**config.mk**
```make
export PLATFORM = sky130hd
export DESIGN_NAME = disp_mux8
export DESIGN_NICKNAME = d
export VERILOG_FILES = /design/src/rtl/disp_mux8.sv
export SDC_FILE = /design/constraint.sdc
export NUM_CORES = 1
export LEC_CHECK = 0
export CORE_MARGIN = 2
export CORE_UTILIZATION = 36
export DETAILED_ROUTE_END_ITERATION = 16
export PLACE_DENSITY = 0.59
export REMOVE_ABC_BUFFERS = 1
export SLEW_MARGIN = 20
export SYNTH_ARGS = -nofsm -noshare
export SYNTH_HDL_FRONTEND = slang
export SYNTH_SLANG_ARGS = --single-unit
```
**constraint.sdc**
```tcl
create_clock -name clock -period 1.98 [get_ports clock]
set_input_delay 0.297 -clock clock [delete_from_list [all_inputs] [get_ports clock]]
set_output_delay 0.297 -clock clock [all_outputs]
set_load 0.01 [all_outputs]
```
**src/rtl/disp_mux8.sv**
```systemverilog
// disp_mux8 -- frame-buffered 8-digit seven-segment display multiplexer.
//
// Captures the data/pos digit stream that the calculator core emits while
// printing (status=11) into a shadow buffer. The shadow buffer is committed to
// the display buffer as one complete frame on the 11->10 status transition.
// The display buffer is scanned across 8 multiplexed digits. An error status
// (00) overlays "Err" until the next successful commit.
//
// Optional feature: define DISP_LZB_EN to enable leading-zero blanking. The
// default build shows all 8 digits, including leading zeros.
//
// Ports:
//   clock   in   1  single clock; all state changes on posedge
//   reset   in   1  asynchronous, active-low reset
//   status  in   2  core status: 00 error, 01 busy, 10 ready, 11 printing
//   data    in   4  BCD digit from the core; 10..15 display blank
//   pos     in   4  core position; 1..8 selects digit pos-1, other values ignored
//   an      out  8  anode enables, active-low, one-hot-low (an[0] = rightmost)
//   seg     out  7  segments {g,f,e,d,c,b,a}, active-low
//   err     out  1  high while the error frame is displayed

module disp_mux8 #(
  parameter int REFRESH_DIV = 50000,
  parameter int NDIG        = 8
) (
  input  logic       clock,
  input  logic       reset,
  input  logic [1:0] status,
  input  logic [3:0] data,
  input  logic [3:0] pos,
  output logic [7:0] an,
  output logic [6:0] seg,
  output logic       err
);

  localparam int CW = (REFRESH_DIV > 1) ? $clog2(REFRESH_DIV) : 1;

  localparam logic [1:0] ST_ERR   = 2'b00;
  localparam logic [1:0] ST_READY = 2'b10;
  localparam logic [1:0] ST_PRINT = 2'b11;

  localparam logic [6:0] SEG_BLANK = 7'b1111111;
  localparam logic [6:0] SEG_E     = 7'b0000110;
  localparam logic [6:0] SEG_R     = 7'b0101111;

  // Active-low segment pattern for one BCD value; 10..15 are blank.
  function automatic logic [6:0] bcd_to_seg(input logic [3:0] v);
    logic [6:0] s;
    case (v)
      4'd0:    s = 7'b1000000;
      4'd1:    s = 7'b1111001;
      4'd2:    s = 7'b0100100;
      4'd3:    s = 7'b0110000;
      4'd4:    s = 7'b0011001;
      4'd5:    s = 7'b0010010;
      4'd6:    s = 7'b0000010;
      4'd7:    s = 7'b1111000;
      4'd8:    s = 7'b0000000;
      4'd9:    s = 7'b0010000;
      default: s = SEG_BLANK;
    endcase
    return s;
  endfunction

  // State
  logic [1:0]    status_q;
  logic [3:0]    shadow_q  [NDIG];
  logic [3:0]    shadow_d  [NDIG];
  logic [3:0]    display_q [NDIG];
  logic [3:0]    display_d [NDIG];
  logic          err_q, err_d;
  logic [CW-1:0] refresh_cnt_q, refresh_cnt_d;
  logic [2:0]    scan_idx_q, scan_idx_d;
  logic [7:0]    an_q, an_d;
  logic [6:0]    seg_q, seg_d;

  // Status-transition decode
  logic       frame_start;
  logic       commit;
  logic       wr_en;
  logic [3:0] pos_m1;
  logic [2:0] wr_idx;

  assign frame_start = (status == ST_PRINT) && (status_q != ST_PRINT);
  assign commit      = (status == ST_READY) && (status_q == ST_PRINT);
  assign wr_en       = (status == ST_PRINT) && (pos >= 4'd1) && (pos <= 4'd8);
  assign pos_m1      = pos - 4'd1;
  assign wr_idx      = pos_m1[2:0];

  // Per-digit next state. A write in the frame-start cycle overrides the clear
  // for its own digit, so the clear effectively happens first.
  for (genvar gi = 0; gi < NDIG; gi++) begin : g_digit
    assign shadow_d[gi]  = (wr_en && (wr_idx == 3'(gi))) ? data :
                           (frame_start ? 4'd0 : shadow_q[gi]);
    assign display_d[gi] = commit ? shadow_q[gi] : display_q[gi];
  end

  // Error flag: set by status 00, cleared only by a successful commit.
  always_comb begin
    err_d = err_q;
    if (commit) begin
      err_d = 1'b0;
    end else if (status == ST_ERR) begin
      err_d = 1'b1;
    end
  end

  // Scan timing: the digit index advances when the refresh counter wraps.
  always_comb begin
    refresh_cnt_d = refresh_cnt_q + CW'(1);
    scan_idx_d    = scan_idx_q;
    if (refresh_cnt_q == CW'(REFRESH_DIV - 1)) begin
      refresh_cnt_d = '0;
      scan_idx_d    = scan_idx_q + 3'd1;
    end
  end

`ifdef DISP_LZB_EN
  // Index of the highest non-zero display digit (0 when all are zero), so
  // digit 0 is never blanked. Codes 10..15 count as non-zero.
  logic [2:0] lzb_hi;
  always_comb begin
    lzb_hi = 3'd0;
    for (int i = 1; i < NDIG; i++) begin
      if (display_q[i] != 4'd0) begin
        lzb_hi = 3'(i);
      end
    end
  end
`endif

  // Anode and segment pattern for the current scan slot. Both are registered
  // together from the same index so they change on the same edge.
  always_comb begin
    an_d = ~(8'b1 << scan_idx_q);
    if (err_q) begin
      case (scan_idx_q)
        3'd0, 3'd1: seg_d = SEG_R;
        3'd2:       seg_d = SEG_E;
        default:    seg_d = SEG_BLANK;
      endcase
    end else begin
      seg_d = bcd_to_seg(display_q[scan_idx_q]);
`ifdef DISP_LZB_EN
      if (scan_idx_q > lzb_hi) begin
        seg_d = SEG_BLANK;
      end
`endif
    end
  end

  always_ff @(posedge clock or negedge reset) begin
    if (!reset) begin
      status_q      <= ST_READY;
      err_q         <= 1'b0;
      refresh_cnt_q <= '0;
      scan_idx_q    <= 3'd0;
      an_q          <= 8'hFF;
      seg_q         <= 7'h7F;
      for (int i = 0; i < NDIG; i++) begin
        shadow_q[i]  <= 4'd0;
        display_q[i] <= 4'd0;
      end
    end else begin
      status_q      <= status;
      err_q         <= err_d;
      refresh_cnt_q <= refresh_cnt_d;
      scan_idx_q    <= scan_idx_d;
      an_q          <= an_d;
      seg_q         <= seg_d;
      for (int i = 0; i < NDIG; i++) begin
        shadow_q[i]  <= shadow_d[i];
        display_q[i] <= display_d[i];
      end
    end
  end

  assign an  = an_q;
  assign seg = seg_q;
  assign err = err_q;

endmodule

```
==> Yosys cells after proc, flatten, opt, wreduce, memory -nomap -nowiden <==
Memory sizes are Yosys's and may differ from the RTL's.
Index checks and enable logic that the tools add are counted.
{ "totals": {"register_bits": 101, "latch_bits": 0, "ram_bits": 0, "rom_bits": 112, "output_inout_bits": 16, "mem_count": 1} }
{ "op_classes": {"add_sub_neg": 3, "n_mul": 0, "div": 0, "n_lt_le_gt_ge": 3, "eq_ne": 14, "shift": 1, "muxes": 17, "bitwise": 2, "reduce_logical": 25} }
{ "mem_list": {"columns": ["name", "words", "width", "read_ports", "rd_clocked_by_memory_dff", "write_ports", "line_no", "rtl"], "rows": [
  ["(name not given)", 16, 7, 1, 0, 0, "49", "case (v)"]
]} }
{ "ops": {"columns": ["op", "count"], "rows": [
  ["4-bit two-way mux", 11],
  ["2-bit nonzero test", 9],
  ["16-bit by 1-bit adder with 16-bit output, second input constant", 1],
  ["16-bit equality test, second input constant", 1],
  ["16-bit two-way mux", 1],
  ["7-bit one-hot mux with 2 select lines", 1],
  ["4-bit binary-select mux with 3-bit select", 1],
  ["3-bit equality test, second input constant", 4],
  ["1-bit logical AND", 12],
  ["3-bit by 2-bit equality test with 1-bit output, second input constant", 3],
  ["8-bit NOT", 1],
  ["1-bit by 3-bit << shifter with 8-bit output, first input constant", 1],
  ["7-bit two-way mux", 1],
  ["2-bit equality test, second input constant", 3],
  ["3-bit by 1-bit equality test with 1-bit output, second input constant", 2],
  ["3-bit logical NOT", 2],
  ["4-bit by 1-bit greater-or-equal comparator with 1-bit output, second input constant", 1],
  ["4-bit greater-or-equal comparator, second input constant", 1],
  ["4-bit <= comparator, second input constant", 1],
  ["3-bit NOT with 4-bit output", 1],
  ["3-bit by 1-bit adder with 3-bit output, second input constant", 1],
  ["3-bit by 1-bit subtractor with 3-bit output, second input constant", 1],
  ["2-bit logical NOT", 1],
  ["1-bit two-way mux", 2],
  ["2 further kinds", 2]
]} }

==> Logic depth before layout (Yosys ltp) <==
An unclocked memory read counts as a cell.
{ "logic_depth": {"ltp_word": 6, "mapped_depth": 8} }

==> Worst setup path after synthesis <==
Ideal clock, no wire load.
{ "synth_path": {"kind": "reg2reg", "start": "reg scan_idx_q[1]", "end": "reg seg_q[3] (netlist: seg[3])", "arrival_ns": 2.081, "t_required_ns": 1.891, "slack_ns": -0.190, "stages_incl_launch_ff": 8, "period_less_slack_ns": 2.170, "cell_sequence": "dfrtp_1 > buf_6 > mux4_1 > mux2_2 > inv_1 > ha_1 > nand2b_1 > a211oi_1"} }
{ "synth_between": {"elab_chain_len": 6, "word_cells_on_any_way": 11, "cone_classes": "eq/ne (2); mux (5); bitwise (1); reduce/logical (2); memory (1)"} }
{ "synth_lines": {"columns": ["element", "line_no", "rtl"], "rows": [
  ["start: declaration", "73", "logic [2:0] scan_idx_q, scan_idx_d;"],
  ["start signal: assignment", "168", "scan_idx_q <= scan_idx_d;"],
  ["3-bit NOT with 4-bit output (implied by the code)", "143", "seg_d = bcd_to_seg(display_q[scan_idx_q]);"],
  ["4-bit binary-select mux with 3-bit select", "143", null],
  ["4-bit two-way mux (implied by the code) (2 in a row)", "143", null],
  ["memory 16 x 7 bit", null, null],
  ["7-bit two-way mux *", "136", "if (err_q) begin"],
  ["named net seg_d[3]", "75", "logic [6:0] seg_q, seg_d;"],
  ["end signal: assignment", "170", "seg_q <= seg_d;"],
  ["end: declaration", "75", null]
]} }
The timed path passes the listed nets; every way through them passes the cells marked *. The select of a mux whose other input is x is not followed.
A chain may end at the register's enable or synchronous reset.

==> Worst setup path after layout <==
{ "layout_path": {"start": "reg scan_idx_q[1]", "end": "reg seg_q[4] (netlist: seg[4])"} }
The elaborated chain is that of the path after synthesis.

==> results_dict.tcl <==
set metrics [dict create \
    outcome "finished, violations left" \
    violations "negative setup slack" \
    power_switching_w 0.000981 \
    synth_most_common_cell "dfrtp_1" \
    finalSetupViolations 6 \
    initial_core_util_pct 37.2 \
    gp_congestion 0.845 \
    dieArea_um2 13400 \
    grt_pass1_vias 2954 \
    hold_violations 0 \
    setup_slack_ps -143 \
    cp-start-kind "flop" \
    slowest_delay_ps 480 \
    cts_sinks 101 \
    intPower_w 0.00345 \
    finalCoreUtilization_pct 46.5 \
    clk_pin_slew_worst_paths_ps 70 \
    grt_max_degree 45 \
    worstPathRequired_ps 2210 \
    dr_total_vias 2933 \
    drcViolationCount 0 \
    maxCapViolations 0 \
    rsz0062_at_grt "yes" \
    clock_path_buffers 2 \
    reg2reg_depth 5 \
    avgSynthCellArea_um2 12.1 \
    holdWs_ps 484 \
    drtPass1Iterations 4 \
    htree_levels 3 \
    dpl.cell_count 588 \
    yosysTopAreaCell "dfrtp_1" \
    cts_made_buffers 9 \
    leakage_nw 2.56 \
    diodes 0 \
    drive_gt1_share_pct 29.7 \
    clkLatencyLatePin_ps 350 \
    rows 40 \
    tritoncts "yes" \
    min_path_type "flop to flop" \
    crit_slowest_cell "mux4_2" \
    synth-edff-count 0 \
    finalMaxSlewViolations 0 \
    synth_ff_type "dfrtp_1" \
    crit_fanout 5 \
    finClkSkew_ps 8.90 \
    place_hpwl_um 6320 \
    power_frac_seq_pct 49.7 \
    ios 28 \
    crit_chain "buf_6 -> mux4_2 -> mux2_4 -> mux2_4 -> a222oi_1" \
    path_buf_inv 1 \
    r2r_slack_ps -140 \
    swShare_pct 22.1 \
    path_delay_family "multiplexers" \
    yosys_warnings 0 \
    holdPathEnd "refresh_cnt_q[0]" \
    antenna_found_initial 0 \
    relSlewSlack_pct 61.3 \
    die_w_um 116 \
    drt_wl_total_um 8840 \
    path_class "flop to flop" \
    min_from "refresh_cnt_q[0]" \
    layout.nets 460 \
    drtAntennaViolNets 0 \
    yosys.cell_types.count 39 \
    period_needed_ps 2120 \
    die_h_um 116 \
    cp.arrival_ps 2350 \
    synthTopCellsByArea "dfrtp_1 47%, dfstp_2 9.3%, mux2_2 8.5%" \
    setup_tns_ps -376 \
    synth_commonest_cells "85 x dfrtp_1, 72 x nand2_1, 34 x mux2_2" \
    yosys_register_bits 101 \
    async_flop_share_pct 100 \
    power_frac_comb_pct 8.3 \
    r2r-start "scan_idx_q[1]" \
    finalCritPeriodShare_pct 107 \
    cts_root_buf "clkbuf_16" \
    p_per_area_nw_per_um2 786 \
    io_buffers 27 \
    p_clk_share_pct 42.1 \
    yosysSeqAreaShare_pct 56.5 \
    viasPerCell 4.82 \
    grt_pass1_wl_um 15100 \
    worst_pin_slew_ps 581 \
    end_kind "flop" \
    dr.first_iter.drc_count 205 \
    area_delta_synth_final_pct 25.0 \
    syn-instance-count 374 \
    r2r_end "seg[4]" \
    ir_worst_vdd_v 0.000511 \
    cpMostUsedCell "mux2_4" \
    fin_cells 609 \
    syn_area_um2 4510 \
    grt_util_all_layers_pct 14.8 \
    avgRoutedWirePerCell_um 14.5 \
    fmax_mhz 471 \
    hold_depth 1 \
    overflow 0 \
    yosysTopAreaCellShare_pct 47.2 \
    core-area_um2 12100 \
]
## worst max-delay path by stage
| stage | cells after the start | slack (ps) | startpoint | to |
|---|---|---|---|---|
| floorplan | 4 | -440 | refresh_cnt_q[4] | scan_idx_q[1] |
| detailed placement | 8 | -260 | scan_idx_q[1] | seg[6] |
| CTS | 5 | -150 | scan_idx_q[1] | seg[4] |
| finish | 5 | -140 | scan_idx_q[1] | seg[4] |
| global route | 6 | -230 | scan_idx_q[1] | seg[4] |
| global placement | 8 | -140 | scan_idx_q[1] | seg[6] |
## state kept, by name, summed over array words and instances, names as in the netlist
register       flops
seg                7
err                1
an                 8
refresh_cnt_q     16
display_q         32
status_q           2
scan_idx_q         3
shadow_q          32
## per-stage QoR
stage	cell area (um2)	setup WS [ps]	total power, W
global placement	5200	-137	0.00256
finish	5630	-143	0.00443
detailed placement	5200	-260	0.00257
CTS	5600	-146	0.00447
global route	5630	-225	0.00462
floorplan	4450	-444	0.00238
## power groups by stage
stage          logic, W  clock network (W)  registers [W]
3_3_place_gp   0.000328                  0        0.00223
2_1_floorplan  0.000143                  0        0.00223
3_5_place_dp   0.000338                  0        0.00224
5_1_grt        0.000403            0.00201        0.00221
6_report       0.000365            0.00186        0.00220
4_1_cts        0.000361            0.00191        0.00220
## per-layer routing
metal / part of all wire [%] / vias up / global-route usage, % / wire length, um
li1: - / 1424 / - / -
met5: 0 / - / 0 / 0
met1: 48 / 1444 / 19.7 / 4200
met2: 48 / 53 / 23.6 / 4200
met4: 1.3 / 0 / 4.05 / 115
met3: 3.7 / 12 / 4.45 / 323
## worst register-to-register path: stages, from the launching register on
cell	delay, ps
dfrtp_2	440
buf_6	130
mux4_2	480
mux2_4	310
mux2_4	300
a222oi_1	340
## cells by family (layout without fill, tap and decap cells)
logic type	Yosys count	count (layout)	share of synthesized area [%]
compound gates	38	38	5.05
xor+xnor	14	14	2.72
fa+ha+maj	12	12	3.33
buf+inv	26	93	2.39
flops	101	101	56.5
mux	58	58	16.9
simple gates	125	125	13.1
## cell usage in the layout, fill, tap and decap left out, types with 4 or more instances in the layout
master / count
and4_1: 4
buf_4: 31
buf_6: 4
clkbuf_16: 9
clkdlybuf4s50_1: 26
dfrtp_1: 84
dfstp_2: 16
ha_1: 8
inv_1: 9
inv_2: 4
mux2_2: 33
mux2_4: 5
mux2i_1: 11
mux4_2: 8
nand2_1: 72
nand3_1: 5
nand4_1: 4
nor2_1: 19
nor4b_1: 5
o21ai_0: 25
xnor2_1: 8
xor2_1: 6
## cell type report
class | count | area, um2
multi-input cells | 247 | 1920
inverters | 13 | 48.8
flip-flops and latches | 101 | 2550
repair buffers | 64 | 588
clock buffers | 10 | 229
clock inverters | 6 | 87.6
well taps | 168 | 210
fillers | 1155 | 6480
## what timing repair did
action | in CTS | in global routing
pin swaps | 8 | 3
buffers inserted | 4 | 0
hold buffers | 1 | 0
gates resized for setup | 20 | 7
endpoints found under the hold margin | 40 | 0
endpoints found under the setup margin | 7 | 7
(Power assumes the default switching activity.)
==> variant (config.mk and constraints unchanged) <==
Change the parameter `REFRESH_DIV` from 50000 to 100000.
--- a/src/rtl/disp_mux8.sv
+++ b/src/rtl/disp_mux8.sv
@@ -20,7 +20,7 @@
 //   err     out  1  high while the error frame is displayed
 
 module disp_mux8 #(
-  parameter int REFRESH_DIV = 50000,
+  parameter int REFRESH_DIV = 100000,
   parameter int NDIG        = 8
 ) (
   input  logic       clock,
Behaviour: same outputs for any inputs over 10 cycles, from zero or initial values and one cycle with reset low; that may be too few to reach the edited logic, so the function may still have changed.
==> variant against the unedited design <==
The run still ends with setup timing left; count of clock-buffer cells in the layout stayed put; wire length is 0.92% higher; setup slack better by 0.077 ns; sequential share of layout area is 0.55 points lower; total power is 2.4% lower; via count stayed put; sequential cell count is 1 higher; global-route usage is 0.55 points lower; combinational power is 9.0% higher; non-clock buffer count is 6 higher; design area is 2.2% higher; area after synthesis is 1.1% higher; worst hold slack worse by 0.081 ns; critical endpoint is now seg[3]; largest power group unchanged.
==> variant: results (changes against the unedited design) <==
stage;metric;value;unit;change
timing;PnR worst setup slack;-0.0661;ns;was -0.143 ns
placement;Cells after DPL;592;;was 588
placement;hpwl dp;6.25;mm;was 6.32 mm
critical_path;Reg2Reg Depth;7;;was 5
layout;Area Growth Syn to Fin;26.4;%;was 25.0%
timing;final setup fails;5;;was 6
grt;first-pass GRT wire length;14.8;mm;was 15.1 mm
grt;vias in the first global route;2965;;was 2954
synthesis;Seq/Total Area, Yosys;0.565;;about the same
routing;average wire per cell in the routed design;14.4;µm;was 14.5 µm
synthesis;Mapped Cells;371;;was 374
grt;met2 usage;0.226;;was 0.236
placement;placed inst area;5250;µm²;was 5200 µm²
synthesis;synth top area cells;dfrtp_1 47%, dfstp_2 9.2%, mux2_2 8.9%, nand2_1 5.1%, mux4_1 3.5%;;was dfrtp_1 47%, dfstp_2 9.3%, mux2_2 8.5%, nand2_1 6.0%, ha_1 3.3%
layout;top flop regs;display_q: 32 flops, shadow_q: 32 flops, refresh_cnt_q: 17 flops;;was display_q: 32 flops, shadow_q: 32 flops, refresh_cnt_q: 16 flops
run_status;outcome;finished with violations;;unchanged
placement;GPL Wtd Cong;0.785;;was 0.845
min_path;Hold Crit Class;in2async;;was reg2reg
placement;Placement Setup Slack;-0.238;ns;was -0.260 ns
grt;GR met1 Demand/Resource;0.196;;was 0.197
pwr;Seq pwr share;0.514;;was 0.497
timing;max_slew headroom;0.767;;was 0.613
pwr;Pint;3280;µW;was 3450 µW
pwr;Tot Pwr;4320;µW;was 4430 µW
grt;largest net degree at the start of global routing;49;;was 45
synthesis;commonest cells in the netlist;86 x dfrtp_1, 62 x nand2_1, 36 x mux2_2;;was 85 x dfrtp_1, 72 x nand2_1, 34 x mux2_2
routing;total wire length;8.92;mm;was 8.84 mm
synthesis;mux cell area share after synthesis;0.171;;was 0.169
synthesis;Netlist cell types;43;;was 39
grt;GRT Util Overall;0.142;;was 0.148
pwr;leak pwr;0.00262;µW;was 0.00256 µW
critical_path;CP arrival;2.31;ns;was 2.35 ns
run_status;violated checks;setup timing;;unchanged
grt;M3 GR Usage;0.0358;;was 0.0445
layout;fin nets;466;;was 460
routing;Iter 0 DRT Violations;153;;was 205
synthesis;Synth Area in Adders;0.0330;;was 0.0333
critical_path;crit path max fanout;8;;was 5
pwr;Comb pwr share;0.092;;was 0.083
## variant: per-layer routing
metal / wire [µm] / vias to the layer above / share of wire
met4: 87 / 0 / 0.0098
met2: 4110 / 44 / 0.46
met5: 0 / - / 0
li1: - / 1438 / -
met1: 4450 / 1441 / 0.50
met3: 276 / 10 / 0.031
## variant: worst paths after layout
kind                                  start                to  slack (ns)
min in group clock         refresh_cnt_q[0]  refresh_cnt_q[0]        0.48
min                                   reset     display_q[13]        0.40
max in group asynchronous             reset       status_q[1]        0.88
min reg2reg                refresh_cnt_q[0]  refresh_cnt_q[0]        0.48
max                           scan_idx_q[0]            seg[3]       -0.07
max reg2reg                   scan_idx_q[0]            seg[3]       -0.07
## variant: area by class of cell
class                           instances  area share
Tap cell                              172      0.0374
Inverter                               14      0.0100
Timing Repair Buffer                   70       0.111
Sequential cell                       102       0.447
Multi-Input combinational cell        245       0.345
Clock buffer                           10      0.0415
Clock inverter                          6     0.00869
## variant: worst max-delay path, cell delays in order, from the launching register on
cell      delay (ns)
dfrtp_2         0.49
mux4_2          0.52
mux2_4          0.32
inv_4           0.08
buf_6           0.11
ha_4            0.13
a211oi_4        0.06
a211oi_2        0.24
## variant: repair_timing
action | 4_1_cts | 5_1_grt
endpoints found under the hold margin | 9 | 0
resized for setup | 26 | 13
hold buffers | 1 | 0
setup buffers | 5 | 5
cloned | 0 | 0
pin swaps | 9 | 7
setup endpoints to repair | 7 | 7
## variant: kinds of logic (layout without fill, tap and decap cells)
kind of cell / after synthesis / after routing
AOI/OAI and AO/OA: 39 / 39
xor gates and xnor gates: 14 / 14
adders and majority gates: 12 / 12
buffers and inverters: 24 / 100
DFF: 102 / 102
muxes: 60 / 60
and+or+nand+nor: 120 / 120
